**config.mk**
```make
export PLATFORM = sky130hd
export DESIGN_NAME = store_buffer_flat
export DESIGN_NICKNAME = d
export VERILOG_FILES = /design/src/rtl/sb_pkg.sv /design/src/rtl/store_buffer_if.sv /design/src/rtl/store_buffer_mask_gen.sv /design/src/rtl/store_buffer.sv /design/src/flat_wrapper.sv
export SDC_FILE = /design/constraint.sdc
export NUM_CORES = 1
export LEC_CHECK = 0
export BUFFER_PORTS_ARGS = -buffer_cell sky130_fd_sc_hd__buf_2
export CAP_MARGIN = 10
export CORE_MARGIN = 1.5
export CORE_UTILIZATION = 30
export DETAILED_ROUTE_END_ITERATION = 10
export PLACE_DENSITY = 0.54
export SLEW_MARGIN = 5
export SYNTH_ARGS = -nofsm -noshare
export SYNTH_HDL_FRONTEND = slang
export SYNTH_SLANG_ARGS = --single-unit
```
**constraint.sdc**
```tcl
create_clock -name clk -period 3.74 [get_ports clk]
set_clock_uncertainty 0.1 [all_clocks]
set_input_delay 0.748 -clock clk [delete_from_list [all_inputs] [get_ports clk]]
set_output_delay 0.748 -clock clk [all_outputs]
set_load 0.1 [all_outputs]
```
**src/rtl/sb_pkg.sv**
```systemverilog
// Shared types and size encodings for the store buffer slice.
package sb_pkg;

  localparam logic [1:0] SZ_WORD = 2'b00;
  localparam logic [1:0] SZ_BYTE = 2'b01;
  localparam logic [1:0] SZ_HALF = 2'b10;

  typedef struct packed {
    logic [29:0] waddr;
    logic [3:0]  mask;
    logic [31:0] data;
  } sb_entry_t;

endpackage

```
**src/rtl/store_buffer_if.sv**
```systemverilog
// Memory-side write handshake of the store buffer.
interface store_buffer_if;
  logic        MemWrite;
  logic        MemReady;
  logic [31:0] MemAddr;
  logic [31:0] MemWData;
  logic [3:0]  MemByteMask;

  modport master (
    output MemWrite, MemAddr, MemWData, MemByteMask,
    input  MemReady
  );

  modport slave (
    input  MemWrite, MemAddr, MemWData, MemByteMask,
    output MemReady
  );
endinterface

```
**src/rtl/store_buffer_mask_gen.sv**
```systemverilog
// Byte-enable generation from access size and low address bits.
module store_mask_gen
  import sb_pkg::*;
(
  input  logic [1:0] size,
  input  logic [1:0] addr_lo,
  output logic [3:0] mask
);

  // Halfword bit is tested first so it wins over the byte flag.
  always_comb begin
    mask = 4'b1111;
    if (size[1]) begin
      mask = addr_lo[1] ? 4'b1100 : 4'b0011;
    end else if (size == SZ_BYTE) begin
      mask = 4'b0001 << addr_lo;
    end
  end

endmodule

```
**src/rtl/store_buffer.sv**
```systemverilog
// Posted-write FIFO between the memory stage and the data memory port,
// with a conservative word-address load hazard check.
module store_buffer
  import sb_pkg::*;
#(
  parameter int unsigned DEPTH = 4
) (
  input  logic          clk,
  input  logic          reset_n,
  input  logic          StoreM,
  input  logic          ByteorWord,
  input  logic          Halfword,
  input  logic [31:0]   AddrM,
  input  logic [31:0]   WriteDataM,
  input  logic          LoadM,
  input  logic [31:0]   LoadAddrM,
  output logic          StallSB,
  output logic          Empty,
  store_buffer_if.master mem
);

  localparam int unsigned PW = $clog2(DEPTH);
  localparam logic [PW:0] FULL_CNT = (PW+1)'(DEPTH);

  logic [PW-1:0] head, tail;
  logic [PW:0]   count;
  logic [DEPTH-1:0] valid;
  sb_entry_t     entries [DEPTH];

  logic [3:0] new_mask;
  logic       full, enq, deq, hazard;
  sb_entry_t  head_e;

  store_mask_gen u_mask (
    .size    ({Halfword, ByteorWord}),
    .addr_lo (AddrM[1:0]),
    .mask    (new_mask)
  );

  assign full  = (count == FULL_CNT);
  assign Empty = (count == '0);
  assign enq   = StoreM && !full;
  assign deq   = mem.MemWrite && mem.MemReady;

  assign head_e          = entries[head];
  assign mem.MemWrite    = !Empty;
  assign mem.MemAddr     = mem.MemWrite ? {head_e.waddr, 2'b00} : '0;
  assign mem.MemWData    = mem.MemWrite ? head_e.data : '0;
  assign mem.MemByteMask = mem.MemWrite ? head_e.mask : '0;

  always_comb begin
    hazard = 1'b0;
    for (int unsigned i = 0; i < DEPTH; i++) begin
      if (valid[PW'(i)] && entries[PW'(i)].waddr == LoadAddrM[31:2]) begin
        hazard = 1'b1;
      end
    end
    hazard = hazard && LoadM;
  end

  assign StallSB = (StoreM && full) || hazard;

  // Enqueue is blocked when full, so tail never equals head on a same-cycle
  // enqueue/dequeue and the two valid-bit updates cannot collide.
  always_ff @(posedge clk or negedge reset_n) begin
    if (!reset_n) begin
      head  <= '0;
      tail  <= '0;
      count <= '0;
      valid <= '0;
    end else begin
      if (enq) begin
        tail        <= tail + 1'b1;
        valid[tail] <= 1'b1;
      end
      if (deq) begin
        head        <= head + 1'b1;
        valid[head] <= 1'b0;
      end
      case ({enq, deq})
        2'b10:   count <= count + 1'b1;
        2'b01:   count <= count - 1'b1;
        default: count <= count;
      endcase
    end
  end

  always_ff @(posedge clk) begin
    if (enq) begin
      entries[tail] <= '{waddr: AddrM[31:2], mask: new_mask, data: WriteDataM};
    end
  end

endmodule
```
**src/flat_wrapper.sv**
```systemverilog
// flat-port wrapper written by rule: the top's interface ports become plain ports
module store_buffer_flat import sb_pkg::*;
#(
  parameter int unsigned DEPTH = 4
)
  (clk, reset_n, StoreM, ByteorWord, Halfword, AddrM, WriteDataM, LoadM, LoadAddrM, StallSB, Empty, mem_MemWrite, mem_MemAddr, mem_MemWData, mem_MemByteMask, mem_MemReady);
  store_buffer_if mem_i ();
  input  logic clk;
  input  logic reset_n;
  input  logic StoreM;
  input  logic ByteorWord;
  input  logic Halfword;
  input  logic [31:0] AddrM;
  input  logic [31:0] WriteDataM;
  input  logic LoadM;
  input  logic [31:0] LoadAddrM;
  output logic StallSB;
  output logic Empty;
  output wire logic [$bits(mem_i.MemWrite)-1:0] mem_MemWrite;
  output wire logic [$bits(mem_i.MemAddr)-1:0] mem_MemAddr;
  output wire logic [$bits(mem_i.MemWData)-1:0] mem_MemWData;
  output wire logic [$bits(mem_i.MemByteMask)-1:0] mem_MemByteMask;
  input wire logic [$bits(mem_i.MemReady)-1:0] mem_MemReady;
  assign mem_MemWrite = mem_i.MemWrite;
  assign mem_MemAddr = mem_i.MemAddr;
  assign mem_MemWData = mem_i.MemWData;
  assign mem_MemByteMask = mem_i.MemByteMask;
  assign mem_i.MemReady = mem_MemReady;
  store_buffer #(.DEPTH(DEPTH)) u_core (.clk(clk), .reset_n(reset_n), .StoreM(StoreM), .ByteorWord(ByteorWord), .Halfword(Halfword), .AddrM(AddrM), .WriteDataM(WriteDataM), .LoadM(LoadM), .LoadAddrM(LoadAddrM), .StallSB(StallSB), .Empty(Empty), .mem(mem_i));
endmodule
```
# After elaboration in Yosys (flattened, before gate mapping)

Memory sizes are Yosys's and may differ from the RTL's.
Index checks and enable logic that the tools add are counted.

$add $sub $neg: 4
Multiply operators: 0
Divide/modulo/power cells: 0
Order comparisons: 4
Equality and inequality tests: 8
Shift-type cells: 1
Muxes and demuxes: 19
Bitwise operators: 3
Reductions and logical operators: 15

Operators by type and width:

| kind                  | number |
|---|---|
| $eq A30 B30 Y1        | 4 |
| $mux W32              | 2 |
| $mux W4               | 6 |
| $logic_and A1 B1 Y1   | 10 |
| $mux W1               | 8 |
| $lt A2 B3 Y1 const B  | 2 |
| $pmux W3 S2           | 1 |
| $add A2 B1 Y2 const B | 2 |
| $and A4 B4 Y4         | 1 |
| $demux W1 S2          | 2 |
| $eq A2 B1 Y1 const B  | 2 |
| $ge A2 B1 Y1 const B  | 2 |
| $not A4 Y4            | 1 |
| $or A4 B4 Y4          | 1 |
| $shl A1 B2 Y4 const A | 1 |
| $add A3 B1 Y3 const B | 1 |
| $eq A3 B3 Y1 const B  | 1 |
| $logic_not A3 Y1      | 1 |
| $sub A3 B1 Y3 const B | 1 |
| $eq A2 B2 Y1 const B  | 1 |
| $logic_not A1 Y1      | 2 |
| $reduce_bool A2 Y1    | 1 |
| $logic_or A1 B1 Y1    | 1 |

Bits in registers: 11
Bits in latches: 0
Memory bits (writable): 264
Bits in read-only memories: 0
Input port bits: 103
Memories kept: 1

Memory list:

| name           | words | width | read ports | clocked after memory_dff | write ports | RTL line           | source |
|---|---|---|---|---|---|---|---|
| u_core.entries | 4     | 66    | 5          | 0                        | 1           | store_buffer.sv:28 | `sb_entry_t entries [DEPTH];` |

# Longest topological paths before layout

Gate-level depths: netlist of run 1.

Word-level depth: 8
Mapped depth: 9

# Hierarchy

A second synthesis of run 1 with hierarchy kept.

Cells, all modules: 662
Area total of the unflattened synthesis: 12,046.6 sq um

By module, submodules not included:

| module         | times used | cells an instance | area each (sq um) |
|---|---|---|---|
| store_buffer   | 1          | 655               | 12,002.8 |
| store_mask_gen | 1          | 7                 | 43.8 |

# Worst setup path after synthesis of run 1

No wires, ideal clock.

Path kind: in2out
Start: input LoadAddrM[10]
End: output StallSB
Arrival: 2.429 ns
Required time: 2.892 ns
Path slack: 0.463 ns
Stages on the path: 7
Buffers on the path: 1
Path through: clkbuf_1 xnor2_1 nand4_1 nor4_1 nand4_1 nand4_1 a32o_1

Word-level cells in the longest chain between the ends: 8
Elaborated cells on any way between the ends: 14
Those cells by class: 4 x eq/ne; 4 x mux; 6 x reduce/logical

Ends and longest elaborated chain:

| element                 | RTL line           | source |
|---|---|---|
| from (decl)             | flat_wrapper.sv:16 | `input logic [31:0] LoadAddrM;` |
| $eq A30 B30 Y1          | store_buffer.sv:54 | `if (valid[PW'(i)] && entries[PW'(i)].waddr == LoadAddrM[31:2]) begin` |
| $logic_and A1 B1 Y1     | store_buffer.sv:54 |  |
| $mux W1 (3 in series)   | store_buffer.sv:54 |  |
| $mux W1 (*)             | store_buffer.sv:54 |  |
| $logic_and A1 B1 Y1 (*) | store_buffer.sv:58 | `hazard = hazard && LoadM;` |
| $logic_or A1 B1 Y1 (*)  | store_buffer.sv:61 | `assign StallSB = (StoreM && full) \|\| hazard;` |
| to (decl)               | flat_wrapper.sv:17 | `output logic StallSB;` |

Mark *: on every way between the ends. The rest lies on a longest branch, timed or not.

# Worst setup path in the final report of run 1

Start: register u_core.head[0]
End: output mem_MemAddr[13]

Word-level cells in the longest chain between the ends: 2

Ends and longest elaborated chain:

| element                | RTL line           | source |
|---|---|---|
| from (decl)            | store_buffer.sv:25 | `logic [PW-1:0] head, tail;` |
| from (signal assigned) | store_buffer.sv:77 | `head <= head + 1'b1;` |
| $mem_v2 Z4 W66         | n/a                |  |
| $mux W32               | store_buffer.sv:47 | `assign mem.MemAddr = mem.MemWrite ? {head_e.waddr, 2'b00} : '0;` |
| to (decl)              | flat_wrapper.sv:20 | `output wire logic [$bits(mem_i.MemAddr)-1:0] mem_MemAddr;` |

Every way passes these cells.

==> flow_summary.yaml, run 1 <==
status:
  status: "completed"
worst_setup_path:
  arrival_ns: 2.59
  critPathRequiredTime_ns: 2.89
  worstPathCellList: "buf_12 > mux4_2 > and2_1 > buf_2"
  critical_path.top_delay_family: "flip-flops"
  cp-start-kind: "flip-flop"
  crit_slowest_cell: "dfrtp_4"
  cp_num_buf_inv: 2
  critical_path.max_stage_delay_ns: 0.63
  path_class: "flip-flop to output port"
  crit_fanout: 34
  end_kind: "output port"
die:
  rows: 73
  initial_utilization_pct: 30.36
  core_area_um2: 39640
  die_h_um: 203.3
  die_area_um2: 41330
  pin_count: 174
  die_w_um: 203.3
synth:
  syn_inst: 660
  syn-mean-instance-area_um2: 18.24
  synth_top_family_by_area: "multiplexers"
  yosysSeqAreaShare_pct: 68.15
  yosys.area.top_type: "edfxtp_1"
  synth_cell_types: 29
  yosys_register_bits: 275
  synthSimpleGateAreaFrac_pct: 6.081
  synth_top_area_share_pct: 65.86
  synth_adder_area_share_pct: 1.102
  synth_area_um2: 12040
  synthMuxAreaShare_pct: 12.43
  synth_warnings: 0
  synth-compound-area-share_pct: 0.7277
  synthTopCellsByArea: "edfxtp_1 66%, mux4_2 12%, xnor2_1 5.7%"
  synth_xor_area_share_pct: 9.096
timing:
  finalSetupViolations: 0
  rsz0062_at_grt: "no"
  setup_ws_ns: 0.2990
  hold_viol: 0
  final.period_utilization_pct: 92.00
  max_clock_freq_mhz: 290.6
  period_minus_slack_ns: 3.441
  setup_tns_ns: 0
  tightestPinTransition_ns: 0.6396
  slew-limit-headroom_pct: 57.27
  slew_viol_final: 0
routing:
  drt_first_pass_iters: 4
  drc: 0
  drt_wl_total_um: 29780
  vias: 6440
  ant_nets: 0
  post_drt_via_cell_ratio: 4.613
  wire_per_inst_um: 21.33
  drt_iter0_markers: 334
final_layout:
  fillers: 3776
  multiInputGateArea_um2: 3562
  synthToLayoutAreaGrowth_pct: 21.80
  layout_common_cells: "264 x edfxtp_1, 168 x buf_2, 79 x xnor2_1"
  nNetsFinal: 955
  drive_gt1_share_pct: 35.25
  layout_commonest_cell: "edfxtp_1"
  regArea_um2: 8210
clocking:
  cts_tree: "built"
  clk_pin_slew_ns: 0.06
  root_buffer: "clkbuf_16"
  clk_path_buf_depth: 3
  clk_latency_ns: 0.52
  numCtsBuffers: 34
  cts_sinks: 275
  htree_num_levels: 2
placed_design:
  hpwl_um: 20550
  port_buffers: 169
  place_ws_ns: 0.3556
  routabilityCongestion: 0.8337
min_path:
  worstHoldPathType: "input port to flip-flop"
global_routing:
  grt_overflow_total: 0
  grt_pass1_vias: 6771
  grt_max_degree: 43
  antenna_found_initial: 5
  grt_usage_pct: 14.79
  grt_pass1_wl_um: 44080
job:
  drv_cap: 0
## metal layers
layer / GRT usage (%) / routed length (µm) / up-vias
met3: 3.420 / 1830 / 61
li1: - / - / 2919
met1: 18.92 / 12580 / 3258
met4: 6.190 / 981 / 4
met5: 0 / 21 / -
met2: 24.15 / 14370 / 198
## cells in the mapped netlist
cell / n
conb_1: 1
clkbuf_1: 23
nor2b_1: 1
buf_2: 6
inv_1: 10
and2_1: 71
xnor2_1: 79
nand2_1: 2
a32o_1: 1
ha_1: 9
edfxtp_1: 264
mux4_2: 66
mux2i_1: 1
buf_12: 4
or3_1: 1
nand4_1: 25
a2bb2oi_1: 4
o22ai_1: 4
buf_6: 1
buf_1: 3
nor2_1: 3
nor4_1: 16
xor2_1: 46
dfrtp_1: 11
o21ai_0: 1
a21boi_1: 1
buf_4: 4
o21ai_1: 1
fa_1: 1
## worst reg2reg max path: stages (launching register included)
cell     delay [ns]
dfrtp_1        0.40
or3_2          0.67
buf_4          0.26
and2_1         0.31
ha_1           0.30
inv_1          0.07
fa_1           0.18
xor2_1         0.14
nor2_1         0.07
xor2_1         0.14
## stage by stage
stage,instances,utilization (%),hold slack (ns),cell area (µm²)
2_1_floorplan,661,-,0.3524,12040
3_5_place_dp,1330,34.11,0.4018,13520
6_report,1396,36.98,0.3344,14660
3_3_place_gp,1330,34.11,0.4014,13520
4_1_cts,1393,36.96,0.2985,14650
5_1_grt,1395,36.98,0.3170,14660
## state kept, by name, summed over array words and instances, names as in the netlist
signal and cells:
u_core.count 3, u_core.entries 264, u_core.head 2, u_core.tail 2
u_core.valid 4
## logic make-up (layout without fill, tap and decap cells)
family | after synthesis | in the layout
AND/OR/NAND/NOR | 119 | 119
flip-flops | 275 | 275
adder cells (fa/ha/maj) | 10 | 10
XOR/XNOR | 125 | 125
other | 1 | 5
multiplexers | 67 | 67
buffers and inverters | 51 | 258
AO/OA/AOI/OAI | 12 | 12
## repair_timing
action	in CTS	in global routing
resized for setup	0	0
hold buffers	1	0
hold endpoints to repair	11	0
buffers inserted	0	0
## final timing paths
check                                        end  depth (start not counted)  slack [ns]             from
max                              mem_MemAddr[13]                          4        0.30   u_core.head[0]
min                        u_core.entries[0][54]                          1        0.33        AddrM[20]
max reg2reg                      u_core.count[2]                          9        0.97  u_core.count[2]
min reg2reg                      u_core.count[2]                          1        0.40  u_core.count[2]
max in group asynchronous         u_core.head[0]                          2        2.69          reset_n
min in group asynchronous        u_core.valid[0]                          2        0.58          reset_n
## layout make-up
cell class | count | share of cell area, %
inverter | 10 | 0.2560
sequential | 275 | 56.00
timing repair buffer | 186 | 7.271
antenna | 3 | 0.05121
clock inverter | 17 | 1.118
multi-input combinational | 335 | 24.30
clock buffer | 45 | 6.520
tap | 525 | 4.481
Power of run 1 is left out: the tool's default activity adds up to more than one toggle a clock period on the data nets, which glitch-free logic cannot reach.
==> run 2, diff against run 1 <==
==> constraint.sdc (replaced) <==
create_clock -name clk -period 3.74 [get_ports clk]
set_clock_uncertainty 0.1 [all_clocks]
set_input_delay 0.561 -clock clk [delete_from_list [all_inputs] [get_ports clk]]
set_output_delay 0.561 -clock clk [all_outputs]
set_load 0.1 [all_outputs]
==> flow_summary.yaml, run 2 (synthesis gave the netlist of run 1 again) <==
status:
  status: "completed"
final_layout:
  synthToLayoutAreaGrowth_pct: 21.52
  largest_reg_flops: 264
  layout_commonest_cell: "edfxtp_1"
  layout_common_cells: "264 x edfxtp_1, 169 x buf_2, 79 x xnor2_1"
  final_util_pct: 36.90
  largest-register: "u_core.entries"
  stdcell_count: 1391
  nNetsFinal: 955
  drive_gt1_share_pct: 35.26
  top_regs: "u_core.entries x264, u_core.valid x4, u_core.count x3"
routing:
  vias: 6350
  ant_nets: 0
  drt_iter0_markers: 253
  drc: 0
  drt_first_pass_iters: 5
  wire_per_inst_um: 21.77
  post_drt_via_cell_ratio: 4.565
  drt_wl_total_um: 30280
global_routing:
  grt_max_degree: 37
  grt_usage_pct: 14.80
  grt_pass1_wl_um: 43990
  grt_overflow_total: 0
  grt_pass1_vias: 6726
  antenna_found_initial: 3
die:
  core_area_um2: 39640
  die_area_um2: 41330
  rows: 73
  pin_count: 174
  die_w_um: 203.3
  die_h_um: 203.3
  initial_utilization_pct: 30.36
clocking:
  htree_num_levels: 2
  cts_sinks: 275
  clk_latency_ns: 0.52
  root_buffer: "clkbuf_16"
  clk_pin_slew_ns: 0.06
  clk_path_buf_depth: 3
  numCtsBuffers: 34
  cts_tree: "built"
worst_setup_path:
  crit_fanout: 2
  path_class: "flip-flop to output port"
  worstPathCellList: "xnor2_1 > nand4_1 > nor4_1 > nand4_1 > nand4_1 > a32o_1 > buf_2"
  crit_slowest_cell: "buf_2"
  arrival_ns: 2.75
  critPathRequiredTime_ns: 3.08
  end_kind: "output port"
  cp-start-kind: "flip-flop"
  critical_path.max_stage_delay_ns: 0.43
  critPathMostFrequentCell: "nand4_1"
placed_design:
  routabilityCongestion: 0.8240
  hpwl_um: 20880
  dp.cells: 1330
  port_buffers: 169
min_path:
  worstHoldPathType: "input port to flip-flop"
timing:
  final.period_utilization_pct: 91.07
  slew_viol_final: 0
  max_clock_freq_mhz: 293.6
  slew-limit-headroom_pct: 53.04
  setup_tns_ns: 0
  hold_ws_ns: 0.1481
  hold_viol: 0
  rsz0062_at_grt: "no"
  finalSetupViolations: 0
  tightestPinTransition_ns: 0.7043
  period_minus_slack_ns: 3.406
job:
  drv_cap: 0
## run 2: routing by layer
metal	part of all wire, %	up-vias	track usage [%]
met5	0.086	-	0
met2	49	196	24.85
met3	6.6	53	3.691
met4	2.3	4	4.735
li1	-	2905	-
met1	42	3192	18.72
## run 2: cell type report
class | count | area (µm²)
Clock inverter | 13 | 113.9
Clock buffer | 46 | 979.7
Tap cell | 525 | 656.9
Inverter | 10 | 37.54
Fill cell | 3787 | 25010
Timing Repair Buffer | 186 | 1064
Multi-Input combinational cell | 335 | 3562
Sequential cell | 275 | 8210
Antenna cell | 1 | 2.502
## run 2: repair_timing
item                      in CTS  in global routing
setup buffers                  0                  0
gates resized for setup        0                  0
hold endpoints to repair      11                  0
hold buffers                   1                  0
## run 2: through the flow
stage / cell area, µm² / setup WS [ns]
after floorplan: 12040 / 0.6546
after global placement: 13520 / 0.5982
after detailed placement: 13520 / 0.5618
after CTS: 14620 / 0.2777
after global routing: 14620 / 0.1506
final: 14630 / 0.3338
## run 2: critical path, delay by kind of cell (launching register included)
family	cells	cell delay [ns]
buffers and inverters	1	0.43
flip-flops	1	0.41
AND/OR/NAND/NOR	4	0.81
AO/OA/AOI/OAI	1	0.15
XOR/XNOR	1	0.41
## run 2: worst paths after layout
path | start | to | slack [ns] | depth (start not counted)
worst min register to register | u_core.count[2] | u_core.count[2] | 0.42 | 1
worst max register to register | u_core.count[2] | u_core.count[1] | 1.00 | 6
max in group asynchronous | reset_n | u_core.head[0] | 2.89 | 2
min in group asynchronous | reset_n | u_core.valid[3] | 0.38 | 2
worst max-delay path | u_core.entries[3][37] | StallSB | 0.33 | 7
worst min-delay path | AddrM[24] | u_core.entries[2][58] | 0.15 | 1
Power of run 2 is left out for the same reason.
